$ cat config.mk
export PLATFORM = sky130hd
export DESIGN_NAME = rv32i_mc_control_unit_flat
export DESIGN_NICKNAME = d
export VERILOG_FILES = /design/src/rtl/rv32i_mc_control_unit_pkg.sv /design/src/rtl/rv32i_mc_control_unit_if.sv /design/src/rtl/rv32i_mem_watchdog.sv /design/src/rtl/rv32i_mc_control_unit.sv /design/src/flat_wrapper.sv
export SDC_FILE = /design/constraint.sdc
export NUM_CORES = 1
export LEC_CHECK = 0
export ABC_CLOCK_PERIOD_IN_PS = 8000
export BUFFER_PORTS_ARGS = -buffer_cell sky130_fd_sc_hd__buf_2
export CAP_MARGIN = 20
export CORE_MARGIN = 4
export CORE_UTILIZATION = 57
export DETAILED_ROUTE_END_ITERATION = 10
export GPL_ROUTABILITY_DRIVEN = 0
export HOLD_SLACK_MARGIN = 0.12
export PLACE_DENSITY = 0.95
export SETUP_SLACK_MARGIN = 0.5
export SLEW_MARGIN = 15
export SYNTH_ARGS = -nofsm -noshare
export SYNTH_HDL_FRONTEND = slang
export SYNTH_SLANG_ARGS = --single-unit
export TNS_END_PERCENT = 10
$ cat constraint.sdc
create_clock -name clk -period 8 [get_ports clk]
set_input_delay 1.2 -clock clk [delete_from_list [all_inputs] [get_ports clk]]
set_output_delay 1.2 -clock clk [all_outputs]
set_load 0.01 [all_outputs]
$ cat src/rtl/rv32i_mc_control_unit_pkg.sv
// Shared types and constants for the RV32I multi-cycle control unit:
// FSM states, trap causes, datapath mux selects and opcode classification.
package rv32i_mc_control_unit_pkg;

    typedef enum logic [2:0] {
        ST_RESET     = 3'd0,
        ST_FETCH     = 3'd1,
        ST_DECODE    = 3'd2,
        ST_EXECUTE   = 3'd3,
        ST_MEMORY    = 3'd4,
        ST_WRITEBACK = 3'd5,
        ST_TRAP      = 3'd6
    } RV32I_MC_STATE_t;

    typedef enum logic [1:0] {
        CAUSE_ILLEGAL     = 2'd0,
        CAUSE_ECALL       = 2'd1,
        CAUSE_EBREAK      = 2'd2,
        CAUSE_BUS_TIMEOUT = 2'd3
    } TRAP_CAUSE_t;

    typedef enum logic [1:0] {
        PC_PLUS4  = 2'd0,
        PC_BRANCH = 2'd1,
        PC_JAL    = 2'd2,
        PC_JALR   = 2'd3
    } PC_SEL_t;

    typedef enum logic [1:0] {
        WB_ALU = 2'd0,
        WB_MEM = 2'd1,
        WB_PC4 = 2'd2
    } WB_SEL_t;

    typedef enum logic [3:0] {
        CLS_NULL = 4'd0,
        CLS_R    = 4'd1,
        CLS_I    = 4'd2,
        CLS_LOAD = 4'd3,
        CLS_JALR = 4'd4,
        CLS_ENV  = 4'd5,
        CLS_S    = 4'd6,
        CLS_B    = 4'd7,
        CLS_J    = 4'd8,
        CLS_LUI  = 4'd9,
        CLS_AUI  = 4'd10
    } OP_CLASS_t;

    typedef logic [6:0] opcode_t;

    localparam opcode_t OPC_R    = 7'h33;
    localparam opcode_t OPC_I    = 7'h13;
    localparam opcode_t OPC_LOAD = 7'h03;
    localparam opcode_t OPC_JALR = 7'h67;
    localparam opcode_t OPC_ENV  = 7'h73;
    localparam opcode_t OPC_S    = 7'h23;
    localparam opcode_t OPC_B    = 7'h63;
    localparam opcode_t OPC_J    = 7'h6F;
    localparam opcode_t OPC_LUI  = 7'h37;
    localparam opcode_t OPC_AUI  = 7'h17;

    // Anything not in the supported subset (FENCE included) maps to CLS_NULL.
    function automatic OP_CLASS_t classify(input opcode_t op);
        case (op)
            OPC_R:    return CLS_R;
            OPC_I:    return CLS_I;
            OPC_LOAD: return CLS_LOAD;
            OPC_JALR: return CLS_JALR;
            OPC_ENV:  return CLS_ENV;
            OPC_S:    return CLS_S;
            OPC_B:    return CLS_B;
            OPC_J:    return CLS_J;
            OPC_LUI:  return CLS_LUI;
            OPC_AUI:  return CLS_AUI;
            default:  return CLS_NULL;
        endcase
    endfunction

endpackage

$ cat src/rtl/rv32i_mc_control_unit_if.sv
// Memory request/acknowledge bus between the control unit and the memory port.
interface rv32i_mc_control_unit_if;
    logic mem_req;
    logic mem_we;
    logic mem_is_fetch;
    logic mem_ack;

    modport master (output mem_req, output mem_we, output mem_is_fetch, input mem_ack);
    modport slave  (input mem_req, input mem_we, input mem_is_fetch, output mem_ack);
endinterface

$ cat src/rtl/rv32i_mem_watchdog.sv
// Wait-state watchdog: flags a timeout on the MEM_TIMEOUT-th consecutive
// waiting cycle. MEM_TIMEOUT=0 leaves it permanently inert.
module rv32i_mem_watchdog #(
    parameter int MEM_TIMEOUT = 15
) (
    input  logic clk,
    input  logic rst,
    input  logic waiting,
    input  logic clear,
    output logic timeout
);

    generate
        if (MEM_TIMEOUT == 0) begin : g_off
            logic unused_inputs;
            assign unused_inputs = &{1'b0, clk, rst, waiting, clear};
            assign timeout = 1'b0;
        end else begin : g_on
            localparam int W = (MEM_TIMEOUT < 2) ? 1 : $clog2(MEM_TIMEOUT + 1);
            logic [W-1:0] wait_cnt_q;
            logic [W-1:0] wait_cnt_d;

            always_ff @(posedge clk or posedge rst) begin
                if (rst) begin
                    wait_cnt_q <= '0;
                end else begin
                    wait_cnt_q <= wait_cnt_d;
                end
            end

            always_comb begin
                wait_cnt_d = wait_cnt_q;
                if (clear) begin
                    wait_cnt_d = '0;
                end else if (waiting) begin
                    wait_cnt_d = wait_cnt_q + 1'b1;
                end
            end

            // wait_cnt_q holds the number of earlier waiting cycles, so this is
            // the limit cycle; an ack in that same cycle drops waiting and wins.
            assign timeout = waiting && (wait_cnt_q == W'(MEM_TIMEOUT - 1));
        end
    endgenerate

endmodule

$ cat src/rtl/rv32i_mc_control_unit.sv
// Multi-cycle RV32I control FSM: fetch/decode/execute/memory/writeback with
// a sticky trap state, memory wait watchdog and retired-instruction counter.
module rv32i_mc_control_unit
    import rv32i_mc_control_unit_pkg::*;
#(
    parameter int CNT_W          = 32,
    parameter int MEM_TIMEOUT    = 15,
    parameter bit HALT_ON_EBREAK = 1'b1
) (
    input  logic                    clk,
    input  logic                    rst,
    rv32i_mc_control_unit_if.master bus,
    input  logic [6:0]              opcode,
    input  logic [2:0]              funct3,
    input  logic                    sys_bit,
    input  logic                    branch_taken,
    output logic                    ir_we,
    output logic                    pc_we,
    output PC_SEL_t                 pc_sel,
    output logic                    rf_we,
    output WB_SEL_t                 wb_sel,
    output logic                    alu_a_pc,
    output logic                    alu_b_imm,
    output RV32I_MC_STATE_t         state,
    output logic                    trap,
    output TRAP_CAUSE_t             trap_cause,
    output logic                    retired,
    output logic [CNT_W-1:0]        retire_cnt
);

    RV32I_MC_STATE_t state_q, state_d;
    OP_CLASS_t       class_q, class_d;
    TRAP_CAUSE_t     cause_q, cause_d;
    logic [CNT_W-1:0] retire_cnt_q, retire_cnt_d;

    OP_CLASS_t dec_class;
    logic      mem_req;
    logic      mem_we;
    logic      mem_is_fetch;
    logic      timeout;
    logic      ebreak_nop;

    assign dec_class  = classify(opcode);
    assign ebreak_nop = !HALT_ON_EBREAK && (dec_class == CLS_ENV)
                        && (funct3 == 3'd0) && sys_bit;

    rv32i_mem_watchdog #(
        .MEM_TIMEOUT (MEM_TIMEOUT)
    ) u_watchdog (
        .clk     (clk),
        .rst     (rst),
        .waiting (mem_req && !bus.mem_ack),
        .clear   (bus.mem_ack || (state_d != state_q)),
        .timeout (timeout)
    );

    always_ff @(posedge clk or posedge rst) begin
        if (rst) begin
            state_q      <= ST_RESET;
            class_q      <= CLS_NULL;
            cause_q      <= CAUSE_ILLEGAL;
            retire_cnt_q <= '0;
        end else begin
            state_q      <= state_d;
            class_q      <= class_d;
            cause_q      <= cause_d;
            retire_cnt_q <= retire_cnt_d;
        end
    end

    always_comb begin
        state_d      = state_q;
        class_d      = class_q;
        cause_d      = cause_q;
        retire_cnt_d = retire_cnt_q + CNT_W'(retired);
        case (state_q)
            ST_RESET: state_d = ST_FETCH;
            ST_FETCH: begin
                if (bus.mem_ack) begin
                    state_d = ST_DECODE;
                end else if (timeout) begin
                    state_d = ST_TRAP;
                    cause_d = CAUSE_BUS_TIMEOUT;
                end
            end
            ST_DECODE: begin
                class_d = dec_class;
                if (dec_class == CLS_NULL) begin
                    state_d = ST_TRAP;
                    cause_d = CAUSE_ILLEGAL;
                end else if (dec_class == CLS_ENV) begin
                    if (funct3 != 3'd0) begin
                        state_d = ST_TRAP;
                        cause_d = CAUSE_ILLEGAL;
                    end else if (!sys_bit) begin
                        state_d = ST_TRAP;
                        cause_d = CAUSE_ECALL;
                    end else if (HALT_ON_EBREAK) begin
                        state_d = ST_TRAP;
                        cause_d = CAUSE_EBREAK;
                    end else begin
                        state_d = ST_FETCH;
                    end
                end else begin
                    state_d = ST_EXECUTE;
                end
            end
            ST_EXECUTE: begin
                if (class_q == CLS_B) begin
                    state_d = ST_FETCH;
                end else if ((class_q == CLS_LOAD) || (class_q == CLS_S)) begin
                    state_d = ST_MEMORY;
                end else begin
                    state_d = ST_WRITEBACK;
                end
            end
            ST_MEMORY: begin
                if (bus.mem_ack) begin
                    state_d = (class_q == CLS_S) ? ST_FETCH : ST_WRITEBACK;
                end else if (timeout) begin
                    state_d = ST_TRAP;
                    cause_d = CAUSE_BUS_TIMEOUT;
                end
            end
            ST_WRITEBACK: state_d = ST_FETCH;
            ST_TRAP:      state_d = ST_TRAP;
            default:      state_d = ST_RESET;
        endcase
    end

    always_comb begin
        mem_req      = 1'b0;
        mem_we       = 1'b0;
        mem_is_fetch = 1'b0;
        ir_we        = 1'b0;
        pc_we        = 1'b0;
        pc_sel       = PC_PLUS4;
        rf_we        = 1'b0;
        wb_sel       = WB_ALU;
        alu_a_pc     = 1'b0;
        alu_b_imm    = 1'b0;
        retired      = 1'b0;
        case (state_q)
            ST_FETCH: begin
                mem_req      = 1'b1;
                mem_is_fetch = 1'b1;
                ir_we        = bus.mem_ack;
            end
            ST_DECODE: begin
                pc_we   = ebreak_nop;
                retired = ebreak_nop;
            end
            ST_EXECUTE: begin
                alu_a_pc  = (class_q == CLS_AUI) || (class_q == CLS_B) || (class_q == CLS_J);
                alu_b_imm = (class_q != CLS_R) && (class_q != CLS_B);
                if (class_q == CLS_B) begin
                    pc_we   = 1'b1;
                    pc_sel  = branch_taken ? PC_BRANCH : PC_PLUS4;
                    retired = 1'b1;
                end
            end
            ST_MEMORY: begin
                mem_req = 1'b1;
                mem_we  = (class_q == CLS_S);
                if (bus.mem_ack && (class_q == CLS_S)) begin
                    pc_we   = 1'b1;
                    retired = 1'b1;
                end
            end
            ST_WRITEBACK: begin
                rf_we   = 1'b1;
                pc_we   = 1'b1;
                retired = 1'b1;
                case (class_q)
                    CLS_LOAD: wb_sel = WB_MEM;
                    CLS_J:    wb_sel = WB_PC4;
                    CLS_JALR: wb_sel = WB_PC4;
                    default:  wb_sel = WB_ALU;
                endcase
                case (class_q)
                    CLS_J:    pc_sel = PC_JAL;
                    CLS_JALR: pc_sel = PC_JALR;
                    default:  pc_sel = PC_PLUS4;
                endcase
            end
            default: ;
        endcase
    end

    // Request lines decode straight from state_q so an async reset drops them at once.
    assign bus.mem_req      = mem_req;
    assign bus.mem_we       = mem_we;
    assign bus.mem_is_fetch = mem_is_fetch;

    assign state      = state_q;
    assign trap       = (state_q == ST_TRAP);
    assign trap_cause = cause_q;
    assign retire_cnt = retire_cnt_q;

endmodule

$ cat src/flat_wrapper.sv
// flat-port wrapper written by rule: the top's interface ports become plain ports
module rv32i_mc_control_unit_flat import rv32i_mc_control_unit_pkg::*;
#(
    parameter int CNT_W          = 32,
    parameter int MEM_TIMEOUT    = 15,
    parameter bit HALT_ON_EBREAK = 1'b1
)
  (clk, rst, opcode, funct3, sys_bit, branch_taken, ir_we, pc_we, pc_sel, rf_we, wb_sel, alu_a_pc, alu_b_imm, state, trap, trap_cause, retired, retire_cnt, bus_mem_req, bus_mem_we, bus_mem_is_fetch, bus_mem_ack);
  rv32i_mc_control_unit_if bus_i ();
  input  logic clk;
  input  logic rst;
  input  logic [6:0] opcode;
  input  logic [2:0] funct3;
  input  logic sys_bit;
  input  logic branch_taken;
  output logic ir_we;
  output logic pc_we;
  output PC_SEL_t pc_sel;
  output logic rf_we;
  output WB_SEL_t wb_sel;
  output logic alu_a_pc;
  output logic alu_b_imm;
  output RV32I_MC_STATE_t state;
  output logic trap;
  output TRAP_CAUSE_t trap_cause;
  output logic retired;
  output logic [CNT_W-1:0] retire_cnt;
  output wire logic [$bits(bus_i.mem_req)-1:0] bus_mem_req;
  output wire logic [$bits(bus_i.mem_we)-1:0] bus_mem_we;
  output wire logic [$bits(bus_i.mem_is_fetch)-1:0] bus_mem_is_fetch;
  input wire logic [$bits(bus_i.mem_ack)-1:0] bus_mem_ack;
  assign bus_mem_req = bus_i.mem_req;
  assign bus_mem_we = bus_i.mem_we;
  assign bus_mem_is_fetch = bus_i.mem_is_fetch;
  assign bus_i.mem_ack = bus_mem_ack;
  rv32i_mc_control_unit #(.CNT_W(CNT_W), .MEM_TIMEOUT(MEM_TIMEOUT), .HALT_ON_EBREAK(HALT_ON_EBREAK)) u_core (.clk(clk), .rst(rst), .bus(bus_i), .opcode(opcode), .funct3(funct3), .sys_bit(sys_bit), .branch_taken(branch_taken), .ir_we(ir_we), .pc_we(pc_we), .pc_sel(pc_sel), .rf_we(rf_we), .wb_sel(wb_sel), .alu_a_pc(alu_a_pc), .alu_b_imm(alu_b_imm), .state(state), .trap(trap), .trap_cause(trap_cause), .retired(retired), .retire_cnt(retire_cnt));
endmodule
* Word level (Yosys, flattened, before mapping)
Cells that the tools add are included.
Word-level totals: memory bits (writable) 0, memories 0, latch bits 0, output and inout bits 51, bits of input ports 15, bits in read-only memories 0, register bits 45, word-level logic and storage cells 90
Operators by class: shift-type cells 0, mux-type cells 35, magnitude comparators 0, eq/ne operators 30, add/subtract/negate cells 2, reductions and logical operators 18, multiply operators 0, bitwise operators 0, divide/modulo/power cells 0
Operators by type and width (count):
- 4-bit one-hot mux with 10 select lines | 1
- 32-bit by 1-bit adder with 32-bit output | 1
- 7-bit equality test, second input constant | 4
- 7-bit by 6-bit equality test with 1-bit output, second input constant | 3
- 3-bit two-way mux | 7
- 3-bit one-hot mux with 6 select lines | 1
- 4-bit by 3-bit equality test with 1-bit output, second input constant | 4
- 2-bit two-way mux | 8
- 2-bit one-hot mux with 2 select lines | 4
- 7-bit by 5-bit equality test with 1-bit output, second input constant | 2
- 4-bit equality test, second input constant | 3
- 1-bit two-way mux | 11
- 3-bit equality test, second input constant | 3
- 4-bit two-way mux | 2
- 7-bit by 2-bit equality test with 1-bit output, second input constant | 1
- 3-bit by 2-bit equality test with 1-bit output, second input constant | 2
- 2-bit OR reduction | 3
- 4-bit by 1-bit adder with 4-bit output, second input constant | 1
- 4-bit by 2-bit equality test with 1-bit output, second input constant | 1
- 1-bit logical AND | 4
- 4-bit zero test | 1
- 1-bit logical OR | 4
- 4-bit by 1-bit inequality test with 1-bit output, second input constant | 1
- 4-bit by 3-bit inequality test with 1-bit output, second input constant | 1
- 11 further kinds | 12

* Logic depth before layout (Yosys ltp)
depth in word-level cells 11, mapped depth 13, depth with buffers taken out 12

* Modules after synthesis
A second synthesis with hierarchy kept.
Unflattened totals: cell total of the unflattened synthesis 244, area total of the unflattened synthesis 2449.8 um^2
By module, submodules not included:
- rv32i_mc_control_unit | sequential area each 1026.0 um^2, area an instance 2223.4 um^2, cells an instance 223, instances 1
- rv32i_mem_watchdog | sequential area each 100.1 um^2, area an instance 226.5 um^2, cells an instance 21, instances 1

* Worst setup path before layout
No wires, ideal clock.
path type input-to-reg, start point input bus_mem_ack, end point register u_core.retire_cnt_q[30], in the netlist u_core.retire_cnt[30], arrival 3224 ps, required time 7921 ps, buffers on the path 1, setup time 79 ps, path slack 4697 ps, stages 12, cell sequence clkbuf_1 > nand2_1 > nand2b_1 > nand2_1 > o21ai_0 > ha_1 > ha_1 > and4_1 > and2b_1 > nand3_2 > nor3_2 > xor2_1
On the way: word-level cells in the longest chain between the ends 4
RTL lines:
- start, declared | line flat_wrapper.sv:31 | input wire logic [$bits(bus_i.mem_ack)-1:0] bus_mem_ack;
- 1-bit logical AND | line rv32i_mc_control_unit.sv:165 | if (bus.mem_ack && (class_q == CLS_S)) begin
- 1-bit two-way mux
- 1-bit one-hot mux with 3 select lines
- named net pc_we | line flat_wrapper.sv:17 | output logic pc_we;
- 32-bit by 1-bit adder with 32-bit output | line rv32i_mc_control_unit.sv:75 | retire_cnt_d = retire_cnt_q + CNT_W'(retired);
- named net u_core.retire_cnt_d[30] | line rv32i_mc_control_unit.sv:34 | logic [CNT_W-1:0] retire_cnt_q, retire_cnt_d;
- end signal, assigned | line rv32i_mc_control_unit.sv:67 | retire_cnt_q <= retire_cnt_d;
- end, declared | line rv32i_mc_control_unit.sv:34
The timed path passes the listed nets, and every way through them passes these cells. A chain may end at the register's enable or synchronous reset.

* Worst setup path after layout
start point input bus_mem_ack, end point output retired
On the way: word-level cells in the longest chain between the ends 3
RTL lines:
- 1-bit logical AND | line rv32i_mc_control_unit.sv:165
- 1-bit two-way mux | line rv32i_mc_control_unit.sv:165
- 1-bit one-hot mux with 3 select lines | line rv32i_mc_control_unit.sv:143 | case (state_q)
- end, declared | line flat_wrapper.sv:26 | output logic retired;
Every way passes these cells.

==> out/metrics.yaml <==
die:
  die_h_microns: 74.2
  dieArea_sq_um: 5500
  rows: 23
  io_pins: 66
  die_w_microns: 74.2
  core_sq_um: 4120
  initial_utilization: 0.606
logic_synthesis:
  avgSynthCellArea_sq_um: 9.98
  synth.yosys.warnings: 0
  async_flop_share: 1.00
  syn_area_sq_um: 2490
  synth_cells: 250
  synth_cell_type_count: 52
  synth_fp_nets: 269
  synthFlopType: "dfrtp_1"
  synth_edf_count: 0
  ys_ff_latch: 45
  synth-seq-area-share: 0.451
power:
  p_leak_nw: 1.50
  peakVddDrop_v: 0.000134
  switching_power_uw: 236
  p_clk_frac: 0.259
  switching_share: 0.348
  seqPwrFrac: 0.461
  p_int_uw: 443
  powerDensity_nw_per_um2: 230
  pwr-share-comb: 0.280
detailed_routing:
  remaining_drc_errors: 0
  drt-pass1-iter-count: 4
  ant_nets: 0
  routed_wl_mm: 5.42
  routed_via_density: 5.65
  post_drt_wl_per_cell_microns: 14.9
  drtIter0Drc: 128
  vias: 2055
clock_network:
  cts_max_level: 2
  cts_tree: "done"
  numCtsBuffers: 5
  postCtsHoldBufs: 0
  cts.sinks: 45
  post_cts_resized: 0
  clk_pin_slew_ns: 0.08
  postCtsSetupBuffers: 0
  cts_max_path_buffers: 2
  root_buffer: "clkbuf_8"
  clk_latency_ns: 0.29
finish:
  drive_gt1_frac: 0.287
  antenna_cells: 0
  area_delta_synth_final_pct: 18.5
  instances_no_fill: 364
  fin_nets: 332
  fin_area_sq_um: 2960
  postLayoutCoreUtil: 0.718
global_route:
  grt_usage: 0.206
  grt_pass1_wl_mm: 8.85
  antenna_found_initial: 0
  grt_max_degree: 46
  first_global_vias: 1925
  grt-ovfl-total: 0
worst_setup_path:
  crit_chain: "buf_2 > nand2_1 > nand2b_1 > nand2_1 > o21ai_0 > buf_2"
  crit_fanout: 9
  cp-end-kind: "output port"
  cp_slowest_stage_delay_ns: 0.20
  setup.worst_path.start_class: "input pin"
  crit_type: "input pin to output port"
  cp_data_required_time_ns: 6.80
  cp_slowest_cell: "buf_2"
  crit_arrival_ns: 1.99
sta:
  skew_ns: 0.00628
  fin_hold_ws_ns: 0.481
  max_freq_ghz: 0.313
  tightest_slew_ns: 0.561
  grt_setup_unrepaired: "no"
  hold_viol_final: 0
  drv_slew: 0
  max_slew_margin: 0.626
  finalCritPeriodShare: 0.399
  post-route-min-period_ns: 3.19
  setup_tns_ns: 0
  setup_viol: 0
placed_design:
  placed_area_sq_um: 2840
  dp_cells: 356
  dp_hpwl_mm: 4.01
  portBuffers: 65
min_path:
  hold_class: "flop to flop"
job:
  drv_cap: 0
run_status:
  status: "finished, final reports clean"
## stage by stage
step           setup slack, ns  power [mW]
5_1_grt                   4.63       0.719
4_1_cts                   4.79       0.685
3_5_place_dp              4.68       0.507
3_3_place_gp              4.77       0.500
2_1_floorplan             4.70       0.443
6_report                  4.81       0.679
## sequential cells by signal, summed over array words and instances, names as in the netlist
register,cells
u_core.class_q,4
u_core.retire_cnt,32
u_core.state,3
u_core.trap_cause,2
u_core.u_watchdog.g_on.wait_cnt_q,4
## final timing paths
kind / from / end / slack, ns / depth (start not counted)
min in group asynchronous: rst / u_core.retire_cnt[17] / 1.04 / 3
setup reg to reg: u_core.class_q[2] / u_core.retire_cnt[30] / 4.97 / 12
setup / recovery: bus_mem_ack / retired / 4.81 / 6
hold reg to reg: u_core.retire_cnt[31] / u_core.retire_cnt[31] / 0.48 / 1
hold / removal: u_core.retire_cnt[31] / u_core.retire_cnt[31] / 0.48 / 1
max in group asynchronous: rst / u_core.state[1] / 6.58 / 3
## worst max-delay path, delay by kind of cell
| kind | cells | cell delay, ns |
|---|---|---|
| simple gates | 3 | 0.24 |
| compound gates | 1 | 0.16 |
| buf+inv | 2 | 0.39 |
## routing by layer
metal	track usage	vias up	part of all wire
met3	0.0419	7	0.061
met5	0	-	0
met2	0.382	74	0.51
li1	-	998	-
met4	0.0463	0	0.013
met1	0.245	976	0.41
## power by group through the flow
stage | Sequential (mW) | Clock (mW) | Combinational, mW
detailed placement | 0.316 | 0 | 0.191
CTS | 0.313 | 0.179 | 0.193
finish | 0.313 | 0.176 | 0.190
global placement | 0.315 | 0 | 0.185
global route | 0.320 | 0.188 | 0.212
floorplan | 0.296 | 0 | 0.147
## cell usage after synthesis (2+ instances only)
cell | n | area, sq um
and3_1 | 3 | 18.8
nand4_2 | 2 | 25.0
o22ai_1 | 3 | 18.8
nand2_1 | 29 | 109
nor3_1 | 5 | 25.0
mux2i_1 | 3 | 30.0
or2_1 | 2 | 12.5
nor3b_1 | 3 | 22.5
xnor2_1 | 17 | 149
nand4_1 | 6 | 37.5
o21ai_0 | 8 | 40.0
buf_2 | 2 | 10.0
nand3_1 | 7 | 35.0
xor2_1 | 19 | 166
inv_1 | 8 | 30.0
nand3_2 | 3 | 30.0
and2_1 | 3 | 18.8
nor4_1 | 4 | 25.0
nor3_2 | 6 | 60.1
a31oi_1 | 2 | 12.5
dfrtp_1 | 45 | 1130
nand2b_1 | 5 | 31.3
ha_1 | 4 | 50.1
and4_1 | 2 | 17.5
clkbuf_1 | 6 | 22.5
a21oi_1 | 7 | 35.0
nor2b_1 | 4 | 25.0
nor2_1 | 18 | 67.6
## final cells by class
class	count	area, sq um
Sequential cell	45	1130
Fill cell	321	1160
Tap cell	50	62.6
Timing Repair Buffer	66	333
Inverter	8	30.0
Clock buffer	7	86.3
Multi-Input combinational cell	187	1290
Clock inverter	1	30.0
## kinds of logic after synthesis
kind of cell / count (synthesis) / share of synthesized area
buffers and inverters: 18 / 0.0326
AO/OA/AOI/OAI: 30 / 0.0802
XOR/XNOR: 36 / 0.126
AND/OR/NAND/NOR: 113 / 0.273
flip-flops: 45 / 0.451
adder cells (fa/ha/maj): 5 / 0.0241
multiplexers: 3 / 0.0120
## layout by cell type, fill, tap and decap left out, types with 4 or more instances in the layout
master,instances
nand4_1,6
nor2_1,18
dfrtp_1,45
nand3_1,7
o21ai_0,8
inv_1,7
xor2_1,19
a21oi_1,7
buf_2,65
nor3_2,6
nor3_1,5
ha_1,4
nand2_1,29
nand2b_1,5
xnor2_1,17
nor4_1,4
nor2b_1,4
clkbuf_8,6
Note: power is estimated with default switching activity, not from simulation.
